## src/rtl/sensor_interface_multi.sv

```systemverilog
// Multi-channel DHT11 request front end: decodes byte requests from the UART
// command path, runs one sensor read at a time on the addressed channel, and
// returns a response byte plus a one-hot command code with a one-cycle strobe.

// Per-channel frame decode: checksum check and the two integer fields that a
// response can carry. One instance per channel keeps the frame layout in a
// single place.
module sensor_ch_slice (
    input  logic [39:0] data,
    output logic        crc_ok,
    output logic [7:0]  hum_int,
    output logic [7:0]  temp_int
);
    logic [7:0] sum;

    // Modulo-256 sum of the four payload bytes against the trailing crc byte
    assign sum      = data[39:32] + data[31:24] + data[23:16] + data[15:8];
    assign crc_ok   = (sum == data[7:0]);
    assign hum_int  = data[39:32];
    assign temp_int = data[23:16];
endmodule

module sensor_interface_multi #(
    parameter int N_CH        = 4,
    parameter int CH_W        = 4,
    parameter int TIMEOUT_CYC = 2_500_000
) (
    input  logic                 i_Clock,
    input  logic                 i_Rst_n,
    input  logic                 i_Req_Valid,
    input  logic [CH_W-1:0]      i_Ch,
    input  logic [7:0]           i_Request,
    output logic                 o_Busy,
    output logic [N_CH-1:0]      o_Sensor_Start,
    input  logic [N_CH-1:0]      i_Sensor_Done,
    input  logic [N_CH-1:0]      i_Sensor_Error,
    input  logic [40*N_CH-1:0]   i_Sensor_Data,
    output logic [7:0]           o_Data,
    output logic [5:0]           o_Comandos,
    output logic                 o_Done
);
    localparam int TO_W = $clog2(TIMEOUT_CYC);
    localparam logic [TO_W-1:0] CNT_LAST = TO_W'(TIMEOUT_CYC - 1);

    localparam logic [5:0] CMD_ERR  = 6'b000001;
    localparam logic [5:0] CMD_ACT  = 6'b000010;
    localparam logic [5:0] CMD_HUM  = 6'b000100;
    localparam logic [5:0] CMD_TEMP = 6'b001000;
    localparam logic [5:0] CMD_D36  = 6'b010000;
    localparam logic [5:0] CMD_D37  = 6'b100000;

    localparam logic [7:0] ERR_SENS = 8'h86;
    localparam logic [7:0] ERR_CRC  = 8'h87;
    localparam logic [7:0] ERR_TO   = 8'h88;
    localparam logic [7:0] ERR_CH   = 8'h89;
    localparam logic [7:0] ERR_REQ  = 8'h8A;

    typedef enum logic [2:0] {
        S_IDLE,
        S_START,
        S_WAIT,
        S_CHECK,
        S_RESP
    } state_t;

    state_t state, nxt;

    logic [CH_W-1:0]      ch_q;
    logic [7:0]           req_q;
    logic [TO_W-1:0]      cnt;
    logic                 err_q, to_q, crc_q;
    logic [7:0]           hum_q, temp_q;
    logic [5:0]           resp_cmd;
    logic [7:0]           resp_data;

    logic                 accept, ch_bad, go_sensor;
    logic [5:0]           imm_cmd, chk_cmd;
    logic [7:0]           imm_data, chk_data;
    logic                 sel_done, sel_err, sel_crc;
    logic [7:0]           sel_hum, sel_temp;
    logic                 wait_exit;
    logic [N_CH-1:0]      start_nxt;

    logic [N_CH-1:0]      ch_crc_ok;
    logic [N_CH-1:0][7:0] ch_hum;
    logic [N_CH-1:0][7:0] ch_temp;

    for (genvar c = 0; c < N_CH; c++) begin : g_ch
        sensor_ch_slice u_slice (
            .data     (i_Sensor_Data[40*c +: 40]),
            .crc_ok   (ch_crc_ok[c]),
            .hum_int  (ch_hum[c]),
            .temp_int (ch_temp[c])
        );
    end

    assign accept    = (state == S_IDLE) && i_Req_Valid;
    assign ch_bad    = ({1'b0, i_Ch} >= (CH_W+1)'(N_CH));
    assign o_Busy    = (state != S_IDLE);
    assign wait_exit = sel_done || sel_err || (cnt == CNT_LAST);

    // Pick the latched channel's status and decoded fields
    always_comb begin
        sel_done = 1'b0;
        sel_err  = 1'b0;
        sel_crc  = 1'b0;
        sel_hum  = 8'h00;
        sel_temp = 8'h00;
        for (int c = 0; c < N_CH; c++) begin
            if (ch_q == CH_W'(c)) begin
                sel_done = i_Sensor_Done[c];
                sel_err  = i_Sensor_Error[c];
                sel_crc  = ch_crc_ok[c];
                sel_hum  = ch_hum[c];
                sel_temp = ch_temp[c];
            end
        end
    end

    // Decode a request in IDLE: immediate answer, or hand off to a sensor read
    always_comb begin
        imm_cmd   = CMD_ERR;
        imm_data  = ERR_REQ;
        go_sensor = 1'b0;
        if (ch_bad) begin
            imm_data = ERR_CH;
        end else begin
            case (i_Request)
                8'h36:               begin imm_cmd = CMD_D36; imm_data = 8'h00; end
                8'h37:               begin imm_cmd = CMD_D37; imm_data = 8'h00; end
                8'h31, 8'h32, 8'h33: go_sensor = 1'b1;
                default:             ;
            endcase
        end
    end

    // Post-read response: sensor error beats timeout beats checksum failure
    always_comb begin
        chk_cmd  = CMD_ERR;
        chk_data = ERR_REQ;
        if (err_q) begin
            chk_data = ERR_SENS;
        end else if (to_q) begin
            chk_data = ERR_TO;
        end else if (!crc_q) begin
            chk_data = ERR_CRC;
        end else begin
            case (req_q)
                8'h31:   begin chk_cmd = CMD_ACT;  chk_data = 8'h00;  end
                8'h32:   begin chk_cmd = CMD_TEMP; chk_data = temp_q; end
                8'h33:   begin chk_cmd = CMD_HUM;  chk_data = hum_q;  end
                default: ;
            endcase
        end
    end

    // Next-state logic
    always_comb begin
        nxt = state;
        case (state)
            S_IDLE:  if (i_Req_Valid) nxt = go_sensor ? S_START : S_RESP;
            S_START: nxt = S_WAIT;
            S_WAIT:  if (wait_exit) nxt = S_CHECK;
            S_CHECK: nxt = S_RESP;
            S_RESP:  nxt = S_IDLE;
            default: nxt = S_IDLE;
        endcase
    end

    // Start level is high exactly for the cycles spent in WAIT
    always_comb begin
        start_nxt = '0;
        for (int c = 0; c < N_CH; c++)
            start_nxt[c] = (nxt == S_WAIT) && (ch_q == CH_W'(c));
    end

    // State register
    always_ff @(posedge i_Clock or negedge i_Rst_n) begin
        if (!i_Rst_n) state <= S_IDLE;
        else          state <= nxt;
    end

    // Request latch, timeout counter, read result capture and response regs
    always_ff @(posedge i_Clock or negedge i_Rst_n) begin
        if (!i_Rst_n) begin
            ch_q           <= '0;
            req_q          <= 8'h00;
            cnt            <= '0;
            err_q          <= 1'b0;
            to_q           <= 1'b0;
            crc_q          <= 1'b0;
            hum_q          <= 8'h00;
            temp_q         <= 8'h00;
            resp_cmd       <= 6'b0;
            resp_data      <= 8'h00;
            o_Data         <= 8'h00;
            o_Comandos     <= 6'b0;
            o_Done         <= 1'b0;
            o_Sensor_Start <= '0;
        end else begin
            o_Done         <= (state == S_RESP);
            o_Sensor_Start <= start_nxt;
            if (accept) begin
                ch_q       <= i_Ch;
                req_q      <= i_Request;
                resp_cmd   <= imm_cmd;
                resp_data  <= imm_data;
                o_Data     <= 8'h00;
                o_Comandos <= 6'b0;
            end
            case (state)
                S_START: cnt <= '0;
                S_WAIT: begin
                    cnt <= cnt + 1'b1;
                    if (wait_exit) begin
                        err_q  <= sel_err;
                        to_q   <= !sel_done && !sel_err;
                        crc_q  <= sel_crc;
                        hum_q  <= sel_hum;
                        temp_q <= sel_temp;
                    end
                end
                S_CHECK: begin
                    resp_cmd  <= chk_cmd;
                    resp_data <= chk_data;
                end
                S_RESP: begin
                    o_Data     <= resp_data;
                    o_Comandos <= resp_cmd;
                end
                default: ;
            endcase
        end
    end
endmodule

```

## config.mk

```make
export PLATFORM = sky130hd
export DESIGN_NAME = sensor_interface_multi
export DESIGN_NICKNAME = d
export VERILOG_FILES = /design/src/rtl/sensor_interface_multi.sv
export SDC_FILE = /design/constraint.sdc
export NUM_CORES = 1
export LEC_CHECK = 0
export BUFFER_PORTS_ARGS = -buffer_cell sky130_fd_sc_hd__buf_2
export CAP_MARGIN = 25
export CORE_MARGIN = 2
export CORE_UTILIZATION = 45
export DETAILED_ROUTE_END_ITERATION = 6
export PLACE_DENSITY = 0.7
export SYNTH_ARGS = -nofsm -noshare
export SYNTH_HDL_FRONTEND = slang
export SYNTH_HIERARCHICAL = 1
export SYNTH_SLANG_ARGS = --single-unit
export TNS_END_PERCENT = 10
```

## constraint.sdc

```tcl
create_clock -name i_Clock -period 3.5 [get_ports i_Clock]
set_input_delay 0.7 -clock i_Clock [delete_from_list [all_inputs] [get_ports i_Clock]]
set_output_delay 0.7 -clock i_Clock [all_outputs]
set_load 0.03 [all_outputs]
```

==> metrics.md, run 1 <==
| Metric | Value |
|---|---|
| Sequential area share after synthesis | `0.288` |
| Area occupied by multi-input gates | `roughly 4700 sq um` |
| CP max stage delay | `about 0.54 ns` |
| H-tree levels | `3` |
| Tcrit/Tclk final | `0.980` |
| Clock power frac | `0.243` |
| Run status | `finished clean` |
| Largest net degree at the start of global routing | `63` |
| Die area | `~18000 sq um` |
| Pint | `~2.4 mW` |
| Worst-Skew Late Latency | `around 0.34 ns` |
| # fillers | `around 1500` |
| CP max stage cell | `fa_1` |
| Final ANT Viol Nets | `0` |
| Reg2Reg Launch Point | `ch_q[0]$_DFFE_PN0P_` |
| Hold Fails Final Rpt | `0` |
| Worst slew pin tran | `~0.86 ns` |
| Port Buffer Count | `just over 200` |
| Mapped Cells | `~750` |
| Nets | `~1200` |
| First-pass iteration count of the detailed router | `4` |
| Crit path cell chain | `buf_2, fa_1, inv_1, fa_1, inv_2, ha_4, fa_2, xor2_1, nor4_1, nand3_1, nor3_2, mux4_2, nand2_1, mux2i_1` |
| Syn Nets | `around 1000` |
| Data arrival, critical path | `roughly 3.7 ns` |
| Sw Ratio | `0.355` |
| Final Skew | `between 0.006 and 0.007 ns` |
| Slack of the critical path | `0.0692 ns` |
| GPL Wtd Cong | `approximately 0.88` |
| Design Area, Final | `9090 sq um` |
| Worst-path maximum fanout | `2` |
| Max-slew headroom | `0.422` |
| CTS tree | `built` |
| Initial core utilization | `0.462` |
| Number of synthesized flops with an enable pin | `0` |
| DR vias/cell | `around 5.2` |
| Fraction of final layout cells sized beyond drive strength 1 | `0.350` |
| DR vias | `between 5000 and 6000` |
| Achievable Freq | `between 200 and 300 MHz` |
| Post-synth top area share | `0.288` |
| CP required | `about 3.8 ns` |
| #FFs+latches synth | `89` |
| CP delay by family, top | `adder cells` |
| Die Y | `135 um` |
| Most frequent cell on the critical path | `fa_1` |
| CP Capture Type | `flip-flop` |
| Yosys warns | `6` |
| Min Tclk post-route | `roughly 3.4 ns` |
| Placed Area | `a little under 9000 sq um` |
| Num CTS Buffers | `9` |
| First-pass GRT wire length | `31.1 mm` |
| Number of global-route vias before repair | `between 6000 and 7000` |
| Starting DRT DRC Count | `~240` |
| Core area | `16700 sq um` |
| Critical path class | `primary input to flip-flop` |
| Worst Setup SP | `i_Sensor_Data[49]` |
| Initial antenna violation count | `1` |
| Register area | `roughly 2200 sq um` |
| Ys async rst share | `1.00` |
| Synth unique cells | `61` |
| Wire per inst | `17.2 um` |
| Die Span X | `roughly 140 um` |
| Overflow after GRT | `0` |
| PwrDens | `around 410 nW/um^2` |
| Row count | `47` |
| WP buf/inv | `3` |
| Flop pwr share | `0.300` |
| Net Sw Power | `about 1.3 mW` |
| Final HPWL DP | `16.5 mm` |
| CTS sink count | `89` |
| GRT Resource Usage Total | `0.223` |
| Clk pin slew, worst setup/hold paths | `about 0.06 ns` |
| LEAKAGE | `4.51 nW` |
| Post-synth top flop | `dfrtp_1` |
| Setup Fix Bufs, Post-CTS | `0` |
| Syn-to-layout area delta | `17.7%` |
| Logic pwr share | `0.457` |
| Max-cap violations | `0` |
| DRC Markers | `0` |
| Crit path launch type | `primary input` |
| Worst hold path type | `primary input to async pin` |
| Top post-synthesis cells by area | `dfrtp_1 (29%), fa_1 (15%), buf_4 (6.3%)` |
| Final Slew Violations | `0` |
| Syn Area/Cell | `a little over 10 sq um` |
| Ports | `about 200` |
| Routed WL | `approximately 20 mm` |
| Post-synth top area cell | `dfrtp_1` |
| Post-Syn Area | `a little under 8000 sq um` |
| VDD IR max | `0.216 mV` |
| Clock root cell | `clkbuf_16` |
| Endpoints failing setup | `0` |
| Pre-CTS setup slack | `-0.279 ns` |
| RSZ-0062 raised after global routing | `true` |
| Bufs on Longest Clock Path | `2` |
repair_timing:
action | CTS | global route
endpoints found under the hold margin | 0 | 0
resized for setup | 0 | 3
hold buffers | 0 | 0
setup endpoints to repair | 0 | 1
layout by cell type, fill, tap and decap left out, types with 4 or more instances in the layout:
cell	n
a21o_1	6
a21oi_1	22
a22o_1	18
a31oi_2	4
and3_1	7
and4_1	6
buf_2	201
buf_4	42
clkbuf_16	9
dfrtp_1	89
fa_1	52
fa_2	4
ha_1	25
inv_1	79
mux2_2	10
mux2i_1	22
mux4_2	18
nand2_1	42
nand2_2	5
nand3_1	19
nand3_2	4
nand4_1	9
nor2_1	35
nor3_1	6
nor3_2	4
nor4_1	6
o21ai_0	28
o21bai_1	4
o22ai_1	4
or3_1	4
xnor2_1	46
xor2_1	35
power by group through the flow:
| stage | Clock [mW] | Combinational (mW) | Sequential [mW] |
|---|---|---|---|
| floorplan | 0 | 1.19 | 1.13 |
| global placement | 0 | 1.70 | 1.14 |
| detailed placement | 0 | 1.72 | 1.14 |
| CTS | 0.929 | 1.73 | 1.12 |
| global route | 0.971 | 1.90 | 1.13 |
| finish | 0.911 | 1.71 | 1.13 |
state kept, by name (all words and copies together) (netlist names), 3 cells and up:
| register | cells |
|---|---|
| temp_q | 8 |
| o_Data | 8 |
| req_q | 8 |
| resp_data | 8 |
| ch_q | 4 |
| hum_q | 8 |
| resp_cmd | 6 |
| o_Comandos | 6 |
| state | 3 |
| o_Sensor_Start | 4 |
| cnt | 22 |
worst reg2reg max path, stage by stage, from the launching register on:
cell and delay [ns]:
dfrtp_1 0.54, mux4_2 0.58, nand2_2 0.10, nor2_2 0.05, nor3_4 0.42, buf_16 0.22, mux2i_1 0.22
routing by layer:
layer	vias to the layer above	GRT usage	routed length [um]	part of all wire
met3	23	0.0330	1170	0.060
met5	-	0	0	0
li1	2842	-	-	-
met2	211	0.401	10000	0.51
met4	0	0.0596	306	0.016
met1	2850	0.281	8130	0.41
final timing paths:
check / slack [ns] / depth (start not counted) / end
min: 0.44 / 1 / cnt[14]$_DFFE_PN0P_
min in group i_Clock: 0.49 / 1 / o_Data[0]$_DFFE_PN0P_
max reg2reg: 1.28 / 6 / hum_q[1]$_DFFE_PN0P_
min reg2reg: 0.49 / 1 / o_Data[0]$_DFFE_PN0P_
max: 0.07 / 14 / crc_q$_DFFE_PN0P_
max in group asynchronous: 2.34 / 2 / o_Sensor_Start[0]$_DFF_PN0_
cell families (layout without fill, tap and decap cells):
logic type      count (synthesis)  after routing  share of synthesized area
buf+inv                       168            339                      0.117
simple gates                  172            172                      0.121
other cells                     0              2                          0
compound gates                107            107                     0.0941
mux                            50             50                     0.0956
fa+ha+maj                      85             85                      0.192
flops                          89             89                      0.288
xor+xnor                       81             81                     0.0919
cell usage after synthesis, types with 3 or more instances:
cell      count
nor2_1       35
nor4_1        7
o21bai_1      4
nand4_1       9
and4_1        6
fa_1         56
a21o_1        6
a21oi_1      22
a22o_1       18
o22ai_1       4
a31oi_2       4
and3_1        7
or3_1         4
ha_1         29
mux2i_1      22
clkbuf_1     10
a31oi_1       3
nand2_1      46
xnor2_1      46
inv_1        80
mux4_2       18
nor3_2        4
buf_4        65
o21ai_0      28
mux2_2       10
nand2b_1      3
nor3_1        6
dfrtp_1      89
nand3_1      23
nor2b_1       3
buf_2         8
xor2_1       35
buf_6         3
metrics by stage:
| step | hold WS [ns] | power (mW) | setup TNS (ns) | std cells | utilization |
|---|---|---|---|---|---|
| 6_report | 0.438 | 3.75 | 0 | 1145 | 0.544 |
| 3_3_place_gp | 0.471 | 2.84 | -0.244 | 1127 | 0.525 |
| 4_1_cts | 0.476 | 3.78 | 0 | 1143 | 0.543 |
| 3_5_place_dp | 0.483 | 2.87 | -0.279 | 1128 | 0.526 |
| 5_1_grt | 0.508 | 4.00 | -0.0877 | 1143 | 0.544 |
| 2_1_floorplan | 0.404 | 2.32 | 0 | 752 | - |
cell type report:
cell class | instances | share of cell area
diodes | 2 | 0.000550
flip-flops and latches | 89 | 0.245
well taps | 220 | 0.0303
multi-input cells | 495 | 0.512
clock inverters | 5 | 0.00454
clock buffers | 10 | 0.0263
inverters | 80 | 0.0330
repair buffers | 244 | 0.148
(Power assumes the default switching activity.)
==> run 2: changes to the inputs <==
CAP_MARGIN = 20   (was 25)
CORE_ASPECT_RATIO = 1.25   (was not set)
==> metrics.md, run 2 (synthesis gave the netlist of run 1 again) <==
| Metric | Value |
|---|---|
| Run status | `finished clean (unchanged)` |
| Final ANT Viol Nets | `0 (unchanged)` |
| Die area | `18200 sq um (about the same)` |
| Max-slew headroom | `0.421 (was 0.422)` |
| Initial core utilization | `0.459 (was 0.462)` |
| Flop pwr share | `0.304 (was 0.300)` |
| Crit path cell chain | `buf_2, fa_1, inv_1, fa_1, inv_1, ha_2, fa_2, xnor2_1, nor4_1, nand3_1, nor3_2, mux4_2, nand2_2, mux2i_1 (was buf_2, fa_1, inv_1, fa_1, inv_2, ha_4, fa_2, xor2_1, nor4_1, nand3_1, nor3_2, mux4_2, nand2_1, mux2i_1)` |
| Worst hold path type | `primary input to async pin (unchanged)` |
| Worst-Skew Late Latency | `0.35 ns (was 0.34 ns)` |
| Nets | `1186 (was 1187)` |
| Total chip power | `3.68 mW (was 3.75 mW)` |
| Design Area, Final | `9080 sq um (was 9090 sq um)` |
| Largest net degree at the start of global routing | `62 (was 63)` |
| WP buf/inv | `3 (unchanged)` |
| Starting DRT DRC Count | `269 (was 236)` |
| H-tree levels | `3 (unchanged)` |
| VDD IR max | `0.202 mV (was 0.216 mV)` |
| Logic pwr share | `0.439 (was 0.457)` |
| DR vias/cell | `5.15 (was 5.18)` |
| Hold Slack | `0.410 ns (was 0.438 ns)` |
| Largest register FFs | `22 (unchanged)` |
| Max-cap violations | `0 (unchanged)` |
| GRT Resource Usage Total | `0.223 (about the same)` |
| Hold Fails Final Rpt | `0 (unchanged)` |
| Placed Cells | `1127 (was 1128)` |
| Leading cell types in the layout, fill and taps excluded | `buf_2 (200), dfrtp_1 (89), inv_1 (78), fa_1 (52), xnor2_1 (46) (was buf_2 (201), dfrtp_1 (89), inv_1 (79), fa_1 (52), xnor2_1 (46))` |
| Worst slew pin tran | `0.865 ns (was 0.863 ns)` |
| Wl on met1 | `7.44 mm (was 8.13 mm)` |
| Row count | `53 (was 47)` |
| Endpoints failing setup | `0 (unchanged)` |
| Pint | `2.38 mW (was 2.42 mW)` |
| Achievable Freq | `293 MHz (was 291 MHz)` |
| CP max stage delay | `0.52 ns (was 0.54 ns)` |
| Data arrival, critical path | `3.69 ns (about the same)` |
| Overflow after GRT | `0 (unchanged)` |
| Placed Area | `8760 sq um (was 8790 sq um)` |
| CP delay by family, top | `adder cells (unchanged)` |
| Wire per inst | `17.1 um (was 17.2 um)` |
| CTS tree | `built (unchanged)` |
| Die Y | `150 um (was 135 um)` |
| Worst-path maximum fanout | `2 (unchanged)` |
| LEAKAGE | `4.51 nW (about the same)` |
| PwrDens | `405 nW/um^2 (was 412 nW/um^2)` |
| CP required | `3.78 ns (was 3.76 ns)` |
| Worst reg2reg setup slack | `1.27 ns (was 1.28 ns)` |
| Number of global-route vias before repair | `6070 (was 6079)` |
| Net Sw Power | `1.30 mW (was 1.33 mW)` |
| Fraction of final layout cells sized beyond drive strength 1 | `0.351 (was 0.350)` |
| Clock root cell | `clkbuf_16 (unchanged)` |
| Reg2Reg Launch Point | `ch_q[0]$_DFFE_PN0P_ (unchanged)` |
| Final Slew Violations | `0 (unchanged)` |
| Met2 WL | `10.6 mm (was 10.0 mm)` |
| Setup Fix Bufs, Post-CTS | `0 (unchanged)` |
| Final Skew | `0.00810 ns (was 0.00626 ns)` |
| Final HPWL DP | `16.9 mm (was 16.5 mm)` |
| Die Span X | `121 um (was 135 um)` |
| Bufs on Longest Clock Path | `2 (unchanged)` |
| First-pass GRT wire length | `31.0 mm (was 31.1 mm)` |
| DR vias | `5892 (was 5926)` |
| Critical path class | `primary input to flip-flop (unchanged)` |
| Clock power frac | `0.257 (was 0.243)` |
| Num CTS Buffers | `9 (unchanged)` |
| First-pass iteration count of the detailed router | `4 (unchanged)` |
| DRC Markers | `0 (unchanged)` |
| Initial antenna violation count | `1 (unchanged)` |
| Sw Ratio | `0.352 (was 0.355)` |
| Tcrit/Tclk final | `0.975 (was 0.980)` |
| Min Tclk post-route | `3.41 ns (was 3.43 ns)` |
| Most common cell after layout, fill and taps aside | `buf_2 (unchanged)` |
| Port Buffer Count | `202 (unchanged)` |
| Met3 routed WL | `1.04 mm (was 1.17 mm)` |
| Non-Filler Instances | `1145 (unchanged)` |
| Syn-to-layout area delta | `17.6% (was 17.7%)` |
| R2R depth | `6 (unchanged)` |
| Routed WL | `19.6 mm (about the same)` |
| R2r endpoint | `temp_q[5]$_DFFE_PN0P_ (was hum_q[1]$_DFFE_PN0P_)` |
| Top reg by flops | `cnt (unchanged)` |
| Clk pin slew, worst setup/hold paths | `0.07 ns (was 0.06 ns)` |
| CP max stage cell | `fa_1 (unchanged)` |
| CP Capture Type | `flip-flop (unchanged)` |
| Ports | `203 (unchanged)` |
| Crit path launch type | `primary input (unchanged)` |
| Core area | `16800 sq um (was 16700 sq um)` |
| RSZ-0062 raised after global routing | `true (unchanged)` |
| CTS sink count | `89 (unchanged)` |
| GPL Wtd Cong | `0.861 (was 0.879)` |
| Top sig layer | `met4 (unchanged)` |
-- run 2: cell type report --
class	count	area, sq um
clock inverters	7	67.6
inverters	80	300
clock buffers	9	225
diodes	2	5.00
repair buffers	243	1330
fillers	1578	7760
flip-flops and latches	89	2230
well taps	220	275
multi-input cells	495	4650
-- run 2: worst register-to-register path: cells and delay by family (launching register included) --
| kind | cells | cell delay [ns] |
|---|---|---|
| multiplexers | 2 | 0.81 |
| buffers and inverters | 1 | 0.36 |
| flip-flops | 1 | 0.51 |
| AND/OR/NAND/NOR | 3 | 0.46 |
-- run 2: power groups by stage --
stage | Clock [mW] | Combinational, mW | Sequential [mW]
after global routing | 1.01 | 1.81 | 1.13
after global placement | 0 | 1.59 | 1.14
after floorplan | 0 | 1.19 | 1.13
after CTS | 0.968 | 1.63 | 1.12
final | 0.946 | 1.61 | 1.12
after detailed placement | 0 | 1.63 | 1.14
-- run 2: timing repair --
action,in CTS,in global routing
hold buffers,0,0
setup endpoints to repair,1,1
pin swaps,1,0
gates resized for setup,0,5
-- run 2: per-layer routing --
metal	vias up	global-route usage
met5	-	0
met4	0	0.0724
met3	25	0.0364
met2	183	0.419
met1	2843	0.256
li1	2841	-
-- run 2: through the flow --
| stage | utilization | worst slack, ns | setup TNS [ns] |
|---|---|---|---|
| after floorplan | - | 0.00640 | 0 |
| after global placement | 0.520 | -0.283 | -0.283 |
| after detailed placement | 0.520 | -0.365 | -0.365 |
| after CTS | 0.538 | 0.0406 | 0 |
| after global routing | 0.539 | -0.0953 | -0.0953 |
| final | 0.539 | 0.0885 | 0 |
-- run 2: how the worst max path moves through the flow --
| stage | start | endpoint | cells after the start |
|---|---|---|---|
| after floorplan | i_Sensor_Data[49] | crc_q$_DFFE_PN0P_ | 14 |
| after global placement | i_Sensor_Data[89] | crc_q$_DFFE_PN0P_ | 14 |
| after detailed placement | i_Sensor_Data[89] | crc_q$_DFFE_PN0P_ | 14 |
| after CTS | i_Sensor_Data[89] | crc_q$_DFFE_PN0P_ | 14 |
| after global routing | i_Sensor_Data[89] | crc_q$_DFFE_PN0P_ | 14 |
| final | i_Sensor_Data[9] | crc_q$_DFFE_PN0P_ | 14 |
==> run 3: changes to the inputs <==
PLACE_DENSITY = 0.72   (was 0.7)
clock period = 2.85 ns   (was 3.5 ns; I/O delays follow)
==> metrics.md, run 3 (synthesis gave the netlist of run 1 again) <==
| Metric | Value |
|---|---|
| DR vias/cell | `5.20 (was 5.15)` |
| Endpoints failing setup | `1 (was 0)` |
| Data arrival, critical path | `3.54 ns (was 3.69 ns)` |
| Largest net degree at the start of global routing | `90 (was 62)` |
| CP max stage cell | `fa_1 (unchanged)` |
| Max-slew headroom | `0.421 (about the same)` |
| Worst hold path type | `primary input to async pin (unchanged)` |
| CP required | `3.12 ns (was 3.78 ns)` |
| Max-cap violations | `0 (unchanged)` |
| DRC Markers | `0 (unchanged)` |
| Total chip power | `4.61 mW (was 3.68 mW)` |
| Port Buffer Count | `202 (unchanged)` |
| Worst-path maximum fanout | `2 (unchanged)` |
| Tcrit/Tclk final | `1.15` |
| Num CTS Buffers | `9 (unchanged)` |
| Clock root cell | `clkbuf_16 (unchanged)` |
| Min Tclk post-route | `3.27 ns` |
| Slack of the critical path | `-0.423 ns (was 0.0885 ns)` |
| Clk pin slew, worst setup/hold paths | `0.07 ns (about the same)` |
| Largest register FFs | `22 (unchanged)` |
| Worst slew pin tran | `0.856 ns (was 0.865 ns)` |
| WP buf/inv | `3 (unchanged)` |
| Worst-Skew Late Latency | `0.34 ns (was 0.35 ns)` |
| Row count | `53 (unchanged)` |
| H-tree levels | `3 (unchanged)` |
| Nets | `1215 (was 1186)` |
| CP max stage delay | `0.54 ns (was 0.52 ns)` |
| LEAKAGE | `4.65 nW (was 4.51 nW)` |
| Initial antenna violation count | `1 (unchanged)` |
| Crit path cell chain | `buf_2, fa_1, inv_1, fa_1, inv_1, ha_2, fa_2, xnor2_1, nor4_1, nand3_1, nor3_2, mux4_2, nand2_1, mux2i_1 (was buf_2, fa_1, inv_1, fa_1, inv_1, ha_2, fa_2, xnor2_1, nor4_1, nand3_1, nor3_2, mux4_2, nand2_2, mux2i_1)` |
| Die area | `18200 sq um (unchanged)` |
| GPL Wtd Cong | `0.882 (was 0.861)` |
| Ports | `203 (unchanged)` |
| Bufs on Longest Clock Path | `2 (unchanged)` |
| Final ANT Viol Nets | `0 (unchanged)` |
| Most common cell after layout, fill and taps aside | `buf_2 (unchanged)` |
| First-pass iteration count of the detailed router | `5 (was 4)` |
| Starting DRT DRC Count | `250 (was 269)` |
| Overflow after GRT | `0 (unchanged)` |
| Final Skew | `0.00889 ns (was 0.00810 ns)` |
| Final HPWL DP | `16.4 mm (was 16.9 mm)` |
| Die Span X | `121 um (unchanged)` |
| RSZ-0062 raised after global routing | `true (unchanged)` |
| Final Slew Violations | `0 (unchanged)` |
| CP delay by family, top | `adder cells (unchanged)` |
| CTS tree | `built (unchanged)` |
| Crit path launch type | `primary input (unchanged)` |
| First-pass GRT wire length | `31.0 mm (about the same)` |
| PwrDens | `495 nW/um^2 (was 405 nW/um^2)` |
| # fillers | `1535 (was 1578)` |
| GRT Resource Usage Total | `0.221 (was 0.223)` |
| VDD IR max | `0.263 mV (was 0.202 mV)` |
| Critical path class | `primary input to flip-flop (unchanged)` |
| Top reg by flops | `cnt (unchanged)` |
| CP Capture Type | `flip-flop (unchanged)` |
| CTS sink count | `89 (unchanged)` |
| Area occupied by multi-input gates | `4670 sq um (was 4650 sq um)` |
| Leading cell types in the layout, fill and taps excluded | `buf_2 (201), dfrtp_1 (89), inv_1 (79), buf_4 (70), fa_1 (52) (was buf_2 (200), dfrtp_1 (89), inv_1 (78), fa_1 (52), xnor2_1 (46))` |
| Hold-fix buffers, CTS | `0 (unchanged)` |
| Achievable Freq | `slightly above 300 MHz` |
| Syn-to-layout area delta | `20.7% (was 17.6%)` |
| DR vias | `6105 (was 5892)` |
| Pre-CTS setup slack | `-0.880 ns (was -0.365 ns)` |
| Core area | `16800 sq um (unchanged)` |
| Register area | `2230 sq um (unchanged)` |
| Wire per inst | `16.6 um (was 17.1 um)` |
| Fraction of final layout cells sized beyond drive strength 1 | `0.372 (was 0.351)` |
| Initial core utilization | `0.459 (unchanged)` |
| Run status | `finished, violations left (was finished clean)` |
| Number of global-route vias before repair | `6374 (was 6070)` |
| Hold Fails Final Rpt | `0 (unchanged)` |
| Routed WL | `19.4 mm (was 19.6 mm)` |
| Die Y | `150 um (unchanged)` |
| Failing checks | `negative setup slack` |
## run 3: path summary, 6_finish.rpt
path,end,cells past startpoint,startpoint,slack (ns)
min in group i_Clock,ch_q[0]$_DFFE_PN0P_,2,i_Ch[0],0.47
max,crc_q$_DFFE_PN0P_,14,i_Sensor_Data[129],-0.42
max reg2reg,resp_data[1]$_DFFE_PN0P_,5,req_q[2]$_DFFE_PN0P_,0.71
max in group asynchronous,cnt[18]$_DFFE_PN0P_,2,i_Rst_n,2.24
min reg2reg,resp_cmd[4]$_DFFE_PN0P_,2,resp_cmd[4]$_DFFE_PN0P_,0.49
min,cnt[8]$_DFFE_PN0P_,2,i_Rst_n,0.26
## run 3: final cells by class
cell class | count | area share
Tap cell | 220 | 0.0295
Clock buffer | 9 | 0.0242
Inverter | 80 | 0.0322
Timing Repair Buffer | 272 | 0.166
Multi-Input combinational cell | 495 | 0.501
Antenna cell | 1 | 0.000268
Sequential cell | 89 | 0.239
Clock inverter | 7 | 0.00738
## run 3: where the power goes
group          total, mW  leakage (nW)  switching, mW  internal [mW]
clock               1.16         0.140          0.541          0.618
combinational       2.08          3.37           1.03           1.05
sequential          1.37          1.14         0.0537           1.32
## run 3: per-layer routing
metal,GRT usage,vias to the layer above,part of all wire
li1,-,2896,-
met1,0.256,2962,0.39
met2,0.410,213,0.53
met3,0.0360,34,0.053
met4,0.0793,0,0.028
met5,0,-,0
## run 3: through the flow
step	hold slack, ns	utilization	instances	setup TNS, ns	instance area (sq um)
3_5_place_dp	0.480	0.534	1156	-0.880	8990
2_1_floorplan	0.274	-	752	-0.509	7770
3_3_place_gp	0.467	0.534	1156	-0.786	8990
4_1_cts	0.281	0.552	1172	-0.510	9300
6_report	0.261	0.553	1173	-0.423	9320
5_1_grt	0.302	0.553	1173	-0.569	9320
## run 3: worst reg2reg max path, stage by stage, from the launching register on
cell      delay [ns]
dfrtp_1         0.39
nor4bb_1        0.74
and2_1          0.26
a41oi_1         0.12
or3_1           0.35
a22o_1          0.18
## run 3: timing repair
| action | CTS | global route |
|---|---|---|
| pin swaps | 5 | 6 |
| setup endpoints to repair | 1 | 1 |
| setup buffers | 0 | 0 |
| resized for setup | 2 | 3 |
